==> config.mk <==
export PLATFORM = sky130hd
export DESIGN_NAME = x_ser_32_bit
export DESIGN_NICKNAME = d
export VERILOG_FILES = /design/src/rtl/x_ser_32_bit_pkg.sv /design/src/rtl/x_ser_32_bit.sv
export SDC_FILE = /design/constraint.sdc
export NUM_CORES = 1
export LEC_CHECK = 0
export BUFFER_PORTS_ARGS = -buffer_cell sky130_fd_sc_hd__buf_2
export CAP_MARGIN = 0
export CORE_MARGIN = 8
export CORE_UTILIZATION = 26
export CTS_CLUSTER_DIAMETER = 40
export CTS_CLUSTER_SIZE = 8
export DETAILED_ROUTE_END_ITERATION = 10
export MAX_ROUTING_LAYER = met4
export SLEW_MARGIN = 20
export SYNTH_ARGS = -nofsm -noshare
export SYNTH_HDL_FRONTEND = slang
export SYNTH_SLANG_ARGS = --single-unit
==> constraint.sdc <==
create_clock -name i_clk -period 1.6 [get_ports i_clk]
set_input_delay 0.08 -clock i_clk [delete_from_list [all_inputs] [get_ports i_clk]]
set_output_delay 0.08 -clock i_clk [all_outputs]
set_load 0.005 [all_outputs]
==> src/rtl/x_ser_32_bit_pkg.sv <==
// x_ser_32_bit_pkg
// Shared types and constants for the x_ser_32_bit framed serial transmitter.
// The optional parity bit is controlled by the macro X_SER_32_BIT_PARITY_EN.

package x_ser_32_bit_pkg;

    // Frame sequencer states. PARITY is only reachable when the parity bit is built in.
    typedef enum logic [1:0] {
        IDLE   = 2'd0,
        START  = 2'd1,
        DATA   = 2'd2,
        PARITY = 2'd3
    } x_ser_state_t;

    // Default data word width carried by one frame.
    localparam int DEFAULT_WIDTH = 32;

    // Width of a counter that has to index every data bit of a WIDTH-bit word.
    function automatic int cnt_width(input int width);
        return (width <= 2) ? 1 : $clog2(width);
    endfunction

    // Bit counter width for the default word width.
    localparam int DEFAULT_CNT_W = cnt_width(DEFAULT_WIDTH);

endpackage

==> src/rtl/x_ser_32_bit.sv <==
// x_ser_32_bit
// Parallel-in, serial-out framed transmitter. A word accepted on a valid/ready
// handshake leaves as a start bit followed by the data MSB first, one bit per
// clock, so that bit WIDTH-1 ends up deepest in the downstream shift register.
// Define X_SER_32_BIT_PARITY_EN to append an even parity bit to every frame.

module x_ser_32_bit
    import x_ser_32_bit_pkg::*;
#(
    parameter int WIDTH = DEFAULT_WIDTH
) (
    input  logic             i_clk,
    input  logic             i_rst,
    input  logic             i_valid,
    input  logic [WIDTH-1:0] i_data,
    output logic             o_ready,
    output logic             o_out,
    output logic             o_busy
);

    localparam int                CNT_W    = cnt_width(WIDTH);
    localparam logic [CNT_W-1:0]  LAST_CNT = CNT_W'(WIDTH - 1);

    x_ser_state_t     state_q;
    x_ser_state_t     state_d;
    logic [WIDTH-1:0] shift_q;
    logic [WIDTH-1:0] shift_d;
    logic [CNT_W-1:0] cnt_q;
    logic [CNT_W-1:0] cnt_d;
    logic             out_q;
    logic             out_d;
    logic             last_data;
    logic             transfer;
`ifdef X_SER_32_BIT_PARITY_EN
    logic             parity_q;
    logic             parity_d;
`endif

    // The final data bit is on the line while the counter sits at WIDTH-1.
    assign last_data = (state_q == DATA) && (cnt_q == LAST_CNT);

    // Ready in IDLE and in the last cycle of a frame so words can go back to back.
`ifdef X_SER_32_BIT_PARITY_EN
    assign o_ready = (state_q == IDLE) || (state_q == PARITY);
`else
    assign o_ready = (state_q == IDLE) || last_data;
`endif

    assign transfer = i_valid && o_ready;
    assign o_busy   = (state_q != IDLE);
    assign o_out    = out_q;

    // Next-state logic. o_out is registered, so out_d is the bit for the next
    // cycle; the shift register therefore runs one bit ahead of the line.
    always_comb begin
        state_d = state_q;
        shift_d = shift_q;
        cnt_d   = cnt_q;
        out_d   = 1'b0;
`ifdef X_SER_32_BIT_PARITY_EN
        parity_d = parity_q;
`endif

        case (state_q)
            IDLE: begin
                state_d = IDLE;
            end

            START: begin
                state_d = DATA;
                cnt_d   = '0;
                out_d   = shift_q[WIDTH-1];
                shift_d = {shift_q[WIDTH-2:0], 1'b0};
            end

            DATA: begin
                if (cnt_q == LAST_CNT) begin
`ifdef X_SER_32_BIT_PARITY_EN
                    state_d = PARITY;
                    out_d   = parity_q;
`else
                    state_d = IDLE;
`endif
                end else begin
                    cnt_d   = cnt_q + CNT_W'(1);
                    out_d   = shift_q[WIDTH-1];
                    shift_d = {shift_q[WIDTH-2:0], 1'b0};
                end
            end

`ifdef X_SER_32_BIT_PARITY_EN
            PARITY: begin
                state_d = IDLE;
            end
`endif

            default: begin
                state_d = IDLE;
            end
        endcase

        // A handshake only happens in a ready cycle, so it overrides the idle return.
        if (transfer) begin
            state_d = START;
            shift_d = i_data;
            out_d   = 1'b1;
`ifdef X_SER_32_BIT_PARITY_EN
            parity_d = ^i_data;
`endif
        end
    end

    // State, data path and line register; reset abandons any frame in flight.
    always_ff @(posedge i_clk or posedge i_rst) begin
        if (i_rst) begin
            state_q <= IDLE;
            shift_q <= '0;
            cnt_q   <= '0;
            out_q   <= 1'b0;
        end else begin
            state_q <= state_d;
            shift_q <= shift_d;
            cnt_q   <= cnt_d;
            out_q   <= out_d;
        end
    end

`ifdef X_SER_32_BIT_PARITY_EN
    // Parity of the captured word, held until the parity cycle.
    always_ff @(posedge i_clk or posedge i_rst) begin
        if (i_rst) begin
            parity_q <= 1'b0;
        end else begin
            parity_q <= parity_d;
        end
    end
`endif

endmodule
==> results of run 1 <==
-- Yosys cell counts --
master,n
dfrtp_1,40
a31oi_1,32
nand3_1,32
nor3_1,31
o21ai_1,25
o21ai_0,11
buf_2,9
buf_6,9
ha_1,6
inv_1,6
nand2_1,5
clkbuf_1,3
a21oi_1,2
a22o_1,2
buf_4,2
inv_2,2
a21oi_4,1
and2_4,1
and2b_1,1
and3_1,1
mux2_1,1
nand2_2,1
nand2b_1,1
nand4b_1,1
nor2_2,1
o211ai_1,1
o221ai_1,1
o22ai_1,1
or2_1,1
-- power by group --
part           switching (mW)  leakage (nW)  total (mW)  internal [mW]
Clock                   0.356        0.0510       0.700          0.344
Combinational            1.71         0.725        3.42           1.71
Sequential              0.266         0.476        1.79           1.52
Total                    2.33          1.25        5.91           3.58
-- final cells by class --
type	instances	area share (%)
inverters	8	1.01
clock buffers	6	2.77
well taps	105	4.41
flip-flops and latches	40	33.6
repair buffers	74	21.5
clock inverters	2	0.336
multi-input cells	162	36.4
-- worst max path at each step --
stage | startpoint | to | slack (ns) | depth (start not counted)
after floorplan | cnt_q[1] | state_q[1] | -0.05 | 6
after global placement | cnt_q[0] | shift_q[14] | -0.07 | 6
after detailed placement | cnt_q[1] | shift_q[21] | -0.11 | 6
after CTS | cnt_q[0] | o_ready | -0.20 | 7
after global routing | cnt_q[1] | o_ready | -0.24 | 7
final | cnt_q[0] | o_ready | -0.18 | 7
-- tightest hold or removal path, delay by kind of cell --
kind / cells / cell delay, ns
buf+inv: 1 / 0.08
simple gates: 2 / 0.14
-- per-layer routing --
layer  vias to the layer above  track usage, %  wire, um
met4                         0            2.11       106
met2                        75            17.7      3220
li1                        979               -         -
met5                         -               -         0
met3                         8            2.96       383
met1                       993            16.0      3130
-- through the flow --
step / TNS, ns / hold WS, ns / power, mW
floorplan: -0.0502 / 0.209 / 3.58
global placement: -0.922 / 0.241 / 4.31
detailed placement: -2.63 / 0.241 / 4.38
CTS: -4.03 / 0.0390 / 5.49
global route: -6.39 / 0.0621 / 6.34
finish: -3.81 / 0.0492 / 5.91
-- registers in the layout, indices dropped and copies added (netlist names) --
name / count
cnt_q: 5
state_q: 2
shift_q: 32
o_out: 1
-- cells by family (layout without fill, tap and decap cells) --
| kind of cell | Yosys count | in the layout |
|---|---|---|
| AOI/OAI and AO/OA | 76 | 76 |
| muxes | 1 | 1 |
| buffers and inverters | 31 | 90 |
| and+or+nand+nor | 76 | 79 |
| DFF | 40 | 40 |
| adders and majority gates | 6 | 6 |
-- timing repair --
item	4_1_cts	5_1_grt
buffers inserted	7	2
pin swaps	2	6
hold buffers	1	0
hold endpoints to repair	40	0
setup endpoints to repair	37	40
gates resized for setup	19	21
gates cloned	5	2
==> results_dict.tcl, run 1 <==
set metrics [dict create \
    die_w_um 106 \
    synth_cell_type_count 29 \
    clk_pin_slew_worst_paths_ns 0.08 \
    r2r_cells 9 \
    port_buffers 37 \
    multi_input_area_sq_um 1090 \
    dieArea_sq_um 11300 \
    synth_top_family_by_area "compound AO/OA/AOI/OAI gates" \
    place_inst 374 \
    path_delay_family "flip-flops" \
    min_period_ns 1.78 \
    routed_wl_um 6840 \
    cp_common_cell "buf_6" \
    wl_per_cell_um 17.2 \
    syn-num-nets 271 \
    syn2layout_area_growth_pct 40.1 \
    synth_seq_cells 40 \
    grt_pass1_wl_um 10700 \
    grt_use_total_pct 11.9 \
    slew_headroom_pct 65.6 \
    antenna_found_initial 0 \
    cts_buffers 5 \
    postSynthCellCount 230 \
    yosysSeqAreaShare_pct 47.1 \
    synth_xor_area_share_pct 0 \
    critPathLaunchType "flip-flop" \
    synthAdderAreaFrac_pct 3.53 \
    rsz0062_at_grt "yes" \
    placed_cell_area_sq_um 2550 \
    routabilityCongestion 0.745 \
    syn_avg_cell_area_sq_um 9.25 \
    yosysTopAreaCellShare_pct 47.1 \
    setup_ws_ns -0.176 \
    register_area_sq_um 1000 \
    min_to "shift_q[0]" \
    synth_compound_area_share_pct 21.0 \
    yosysWarnings 0 \
    drc 0 \
    clock-skew-final_ns 0.00923 \
    r2r-start "cnt_q[0]" \
    dp_hpwl_um 3940 \
    nets 332 \
    dr.pass1.iters 4 \
    nFillCells 829 \
    hold_viol 0 \
    critPathRequiredTime_ns 1.52 \
    r2r_end "shift_q[28]" \
    holdPathStages 3 \
    yosysTopAreaCell "dfrtp_1" \
    initial_core_util_pct 26.3 \
    timing.final.crit_share_pct 111 \
    clock_sinks 40 \
    arrival_ns 1.70 \
    slew_viol_final 0 \
    path_cells "ha_2, and3_4, ha_4, a21oi_4, inv_2, buf_6, buf_6" \
    synth.cell_area_sq_um 2130 \
    cts_tree "built" \
    cap_viol_max_count 0 \
    path_class "reg -> out" \
    clock_latency_ns 0.30 \
    grt_max_degree 41 \
    worstMarginPinSlew_ns 0.515 \
    grt_pass1_vias 2078 \
    final_util_pct 36.8 \
    final_cell_mix "dfrtp_1 (40), buf_2 (36), nand3_1 (32)" \
    cp_max_fo 7 \
    cts-root-to-sink-buffers 2 \
    antenna_cells 0 \
    fmax_mhz 563 \
    finalSetupViolCount 36 \
    violations "setup timing" \
    ir_worst_vdd_uv 863 \
    hold_start "i_data[0]" \
    layout_commonest_cell "dfrtp_1" \
    io_pins 38 \
    min_path_type "in -> reg" \
    row_count 33 \
    drt_iter0_markers 144 \
    status "finished, violations left" \
    cp-end-kind "primary output" \
    htree_levels 2 \
    cts_root_buf "clkbuf_8" \
    coreArea_sq_um 8090 \
    cp_slowest_cell "dfrtp_1" \
    power_leakage_nw 1.25 \
    fin_cells 397 \
    overflow 0 \
    drive_gt1_share_pct 37.7 \
    synthTopCellsByArea "dfrtp_1 (47%), a31oi_1 (9.4%), nand3_1 (7.5%), nor3_1 (7.3%), o21ai_1 (5.9%)" \
    finalInstanceArea_sq_um 2980 \
    drtAntennaViolNets 0 \
    num_vias 2055 \
    synthMuxAreaShare_pct 0.529 \
    vias_per_cell 5.18 \
    place_ws_ns -0.112 \
    critPathMaxStageDelay_ns 0.39 \
    power.density_nw_per_um2 1980 \
    synth_simple_gate_area_share_pct 18.4 \
    crit_buf_inv 3 \
    r2r_setup_slack_ns -0.15 \
    die_h_um 106 \
]
(Power assumes the default switching activity.)
==> run 2: changes to the inputs <==
Settings changed: HOLD_SLACK_MARGIN from default to 0.15.
==> run 2 against run 1 <==
Compared with the run above:
- global-route usage is 0.52 points higher
- critical endpoint unchanged
- the flow still finishes with violations (setup timing)
- combinational power is 2% higher
- die area stayed put
- fmax is 0.14% lower
- flip-flop and latch count stayed put
- worst hold slack better by 0.40 ns
- clock-buffer cell count stayed put
- cell count is 8.3% higher
- utilization is 4.1 points higher
- clock power is 0.9% higher
- clock skew is 0.00081 ns higher
- largest cell class unchanged
==> results_dict.tcl, run 2 (synthesized netlist as in run 1, its figures left out) <==
set metrics [dict create \
    die_h_um 106 \
    nets 365 \
    top_regs "shift_q x32, cnt_q x5, state_q x2" \
    clk_pin_slew_worst_paths_ns 0.08 \
    min_path_type "in -> async" \
    timing.final.crit_share_pct 111 \
    hold_viol 0 \
    path_class "reg -> out" \
    setup_ws_ns -0.178 \
    multi_input_area_sq_um 1090 \
    drtAntennaViolNets 0 \
    finalInstanceArea_sq_um 3310 \
    ir_worst_vdd_uv 862 \
    final_cell_mix "dfrtp_1 (40), buf_2 (36), dlygate4sd3_1 (34)" \
    place_inst 374 \
    power.density_nw_per_um2 1810 \
    grt_use_total_pct 12.4 \
    setup_tns_ns -3.87 \
    power_leakage_nw 1.39 \
    placed_cell_area_sq_um 2550 \
    cts_tree "built" \
    regMostFlops "shift_q" \
    status "finished, violations left" \
    dr.pass1.iters 4 \
    cp-end-kind "primary output" \
    syn2layout_area_growth_pct 55.6 \
    register_area_sq_um 1000 \
    wl_per_cell_um 16.4 \
    final_util_pct 40.9 \
    dieArea_sq_um 11300 \
    critPathLaunchType "flip-flop" \
    row_count 33 \
    cts_root_buf "clkbuf_8" \
    worstMarginPinSlew_ns 0.527 \
    cts-root-to-sink-buffers 2 \
    routed_wl_um 7070 \
    drt_iter0_markers 159 \
    vias_per_cell 5.01 \
    slew_headroom_pct 64.9 \
    whs_ns 0.454 \
    largest_reg_flops 32 \
    critPathRequiredTime_ns 1.52 \
    grt_max_degree 41 \
    initial_core_util_pct 26.3 \
    cap_viol_max_count 0 \
    clock_latency_ns 0.30 \
    port_buffers 37 \
    grt_pass1_vias 2193 \
    slew_viol_final 0 \
    fmax_mhz 562 \
    grt_pass1_wl_um 11200 \
    cts_buffers 5 \
    num_vias 2156 \
    finalSetupViolCount 36 \
    clock-skew-final_ns 0.0100 \
    violations "setup timing" \
    routabilityCongestion 0.745 \
    nFillCells 795 \
    rsz0062_at_grt "yes" \
    overflow 0 \
    finalPower_mw 5.98 \
    antenna_cells 0 \
    drc 0 \
    fin_cells 430 \
    io_pins 38 \
    min_period_ns 1.78 \
    place_ws_ns -0.112 \
    layout_commonest_cell "dfrtp_1" \
    cp_max_fo 7 \
    die_w_um 106 \
    htree_levels 2 \
    drive_gt1_share_pct 33.8 \
    clock_sinks 40 \
    arrival_ns 1.70 \
    antenna_found_initial 0 \
    coreArea_sq_um 8090 \
    dp_hpwl_um 3940 \
]
[run 2: critical path: stages (launching register included)]
cell	delay, ns
dfrtp_1	0.39
ha_2	0.19
and3_4	0.17
ha_4	0.18
a21oi_4	0.17
inv_2	0.09
buf_6	0.12
buf_6	0.10
[run 2: metal layers]
metal | GRT usage [%] | up-vias | share of wire (%)
li1 | - | 1046 | -
met3 | 2.90 | 6 | 5.9
met1 | 16.5 | 1024 | 45
met4 | 2.11 | 0 | 1.3
met2 | 18.9 | 80 | 48
met5 | - | - | 0
[run 2: what timing repair did]
item | CTS | global route
buffers inserted | 7 | 2
resized for setup | 19 | 21
pin swaps | 2 | 6
hold buffers | 34 | 0
endpoints found under the setup margin | 37 | 40
endpoints found under the hold margin | 72 | 0
gates cloned | 5 | 2
[run 2: power breakdown]
group | internal [mW] | total, mW | switching, mW
combinational | 1.77 | 3.49 | 1.73
sequential | 1.52 | 1.79 | 0.264
clock | 0.344 | 0.706 | 0.362
[run 2: worst paths after layout]
check,from,endpoint,slack [ns],cells past startpoint
min in group i_clk,shift_q[0],shift_q[0],0.55,2
max reg2reg,cnt_q[0],shift_q[28],-0.16,9
max in group asynchronous,i_rst,o_out,0.78,4
min,i_rst,shift_q[13],0.45,4
max,cnt_q[0],o_ready,-0.18,7
min reg2reg,shift_q[0],shift_q[0],0.55,2
[run 2: area by class of cell]
class | instances | area share [%]
clock buffers | 6 | 2.49
clock inverters | 2 | 0.302
inverters | 8 | 0.907
multi-input cells | 162 | 32.8
flip-flops and latches | 40 | 30.2
well taps | 105 | 3.97
repair buffers | 107 | 29.3
==> run 3: changes to the inputs <==
Settings changed: RECOVER_POWER from default to 100.
==> run 3 against run 2 <==
Compared with the run above:
- the run still ends with setup timing left
- clock skew fell by 0.00057 ns
- cell count did not move
- routed wire length increased by 0.11%
- cell area decreased by 0.11%
- sequential share of layout area hardly changed
- via count grew 0.88%
- critical path type unchanged
- largest cell class unchanged
- highest routed layer unchanged
==> results_dict.tcl, run 3 (synthesized netlist as in run 1, its figures left out) <==
set metrics [dict create \
    status "finished, violations left" \
    violations "setup timing" \
    grt_pass1_wl_um 11200 \
    nFillCells 796 \
    grt_max_degree 41 \
    min_path_type "reg -> reg" \
    num_vias 2175 \
    timing.final.crit_share_pct 111 \
    worstMarginPinSlew_ns 1.03 \
    cts_tree "built" \
    coreArea_sq_um 8090 \
    finalSetupViolCount 36 \
    hold_viol 0 \
    dieArea_sq_um 11300 \
    final_util_pct 40.9 \
    die_h_um 106 \
    drc 0 \
    fmax_mhz 563 \
    cp_max_fo 7 \
    syn2layout_area_growth_pct 55.5 \
    grt_pass1_vias 2193 \
    clock_sinks 40 \
    finalPower_mw 5.99 \
    htree_levels 2 \
    cap_viol_max_count 0 \
    p_sw_mw 2.36 \
    power.density_nw_per_um2 1810 \
    drt_iter0_markers 158 \
    ir_worst_vdd_uv 862 \
    layout_commonest_cell "dfrtp_1" \
    p_clk_share_pct 11.7 \
    pwr-share-seq_pct 29.9 \
    antenna_cells 0 \
    cts-root-to-sink-buffers 2 \
    p_int_mw 3.63 \
    fin_cells 430 \
    io_pins 38 \
    grt_use_total_pct 12.4 \
    slew_headroom_pct 31.5 \
    power_leakage_nw 1.39 \
    routed_wl_um 7080 \
    overflow 0 \
    slew_viol_final 0 \
    rsz0062_at_grt "yes" \
    drtAntennaViolNets 0 \
    cts_root_buf "clkbuf_8" \
    swShare_pct 39.4 \
    dp_hpwl_um 3940 \
    wl_per_cell_um 16.5 \
    arrival_ns 1.70 \
    row_count 33 \
    dr.pass1.iters 4 \
    initial_core_util_pct 26.3 \
    place_inst 374 \
    drive_gt1_share_pct 33.5 \
    critPathRequiredTime_ns 1.52 \
    setup_ws_ns -0.176 \
    vias_per_cell 5.06 \
    clk_pin_slew_worst_paths_ns 0.08 \
    clock_latency_ns 0.30 \
    critPathLaunchType "flip-flop" \
    multi_input_area_sq_um 1090 \
    path_class "reg -> out" \
    cts_buffers 5 \
    top_regs "shift_q x32, cnt_q x5, state_q x2" \
    routabilityCongestion 0.745 \
    antenna_found_initial 0 \
    clock-skew-final_ns 0.00948 \
    p_comb_share_pct 58.4 \
    final_cell_mix "dfrtp_1 (40), buf_2 (35), dlygate4sd3_1 (34)" \
    largest_reg_flops 32 \
    port_buffers 37 \
    regMostFlops "shift_q" \
    register_area_sq_um 1000 \
    min_period_ns 1.78 \
    die_w_um 106 \
    cp-end-kind "primary output" \
    nets 365 \
]
## run 3: cell types whose count changed in the layout (fill, tap and decap cells not counted)
cell / delta
clkbuf_1: +1
clkbuf_2: +1
buf_4: -2
buf_2: -1
clkbuf_4: +1
## run 3: final timing paths
kind                                  from     endpoint  slack, ns  cells past startpoint
worst max-delay path              cnt_q[0]      o_ready      -0.18                      7
worst min-delay path            shift_q[0]   shift_q[0]       0.55                      2
worst max register to register    cnt_q[0]  shift_q[28]      -0.15                      9
worst min register to register  shift_q[0]   shift_q[0]       0.55                      2
max in group asynchronous            i_rst        o_out       0.32                      4
min in group asynchronous            i_rst   shift_q[7]       0.65                      4
## run 3: power groups by stage
stage	registers [mW]	clock network, mW	logic (mW)
after global placement	1.77	0	2.55
final	1.79	0.703	3.49
after CTS	1.77	0.717	3.06
after floorplan	1.72	0	1.86
after global routing	1.84	0.762	3.80
after detailed placement	1.77	0	2.60
## run 3: worst max-delay path: stages (launching register included)
cell and delay [ns]:
dfrtp_1 0.39, ha_2 0.19, and3_4 0.17, ha_4 0.18, a21oi_4 0.17, inv_2 0.09, buf_6 0.12, buf_6 0.10
## run 3: layout make-up
type / instances / share of cell area [%]
Sequential cell: 40 / 30.3
Clock buffer: 6 / 2.50
Timing Repair Buffer: 107 / 29.2
Inverter: 8 / 0.908
Tap cell: 105 / 3.97
Clock inverter: 2 / 0.303
Multi-Input combinational cell: 162 / 32.8
## run 3: metal layers
| metal | global-route usage, % | wire, um | vias to the layer above |
|---|---|---|---|
| met5 | - | 0 | - |
| met4 | 2.11 | 95 | 0 |
| met3 | 2.90 | 407 | 6 |
| met2 | 18.9 | 3370 | 87 |
| met1 | 16.5 | 3210 | 1040 |
| li1 | - | - | 1042 |
## run 3: timing repair
item,4_1_cts,5_1_grt
gates resized for setup,19,21
hold endpoints to repair,72,0
gates cloned,5,2
hold buffers,34,0
pin swaps,2,6
buffers inserted,7,2
setup endpoints to repair,37,40
## run 3: stage by stage
step | area (sq um) | setup TNS, ns | hold WS [ns] | setup slack [ns]
after floorplan | 2160 | -0.0502 | 0.209 | -0.0502
after global placement | 2550 | -0.922 | 0.241 | -0.0673
after detailed placement | 2550 | -2.63 | 0.241 | -0.112
after CTS | 3160 | -4.03 | 0.477 | -0.201
after global routing | 3310 | -6.39 | 0.583 | -0.240
final | 3310 | -3.88 | 0.553 | -0.176
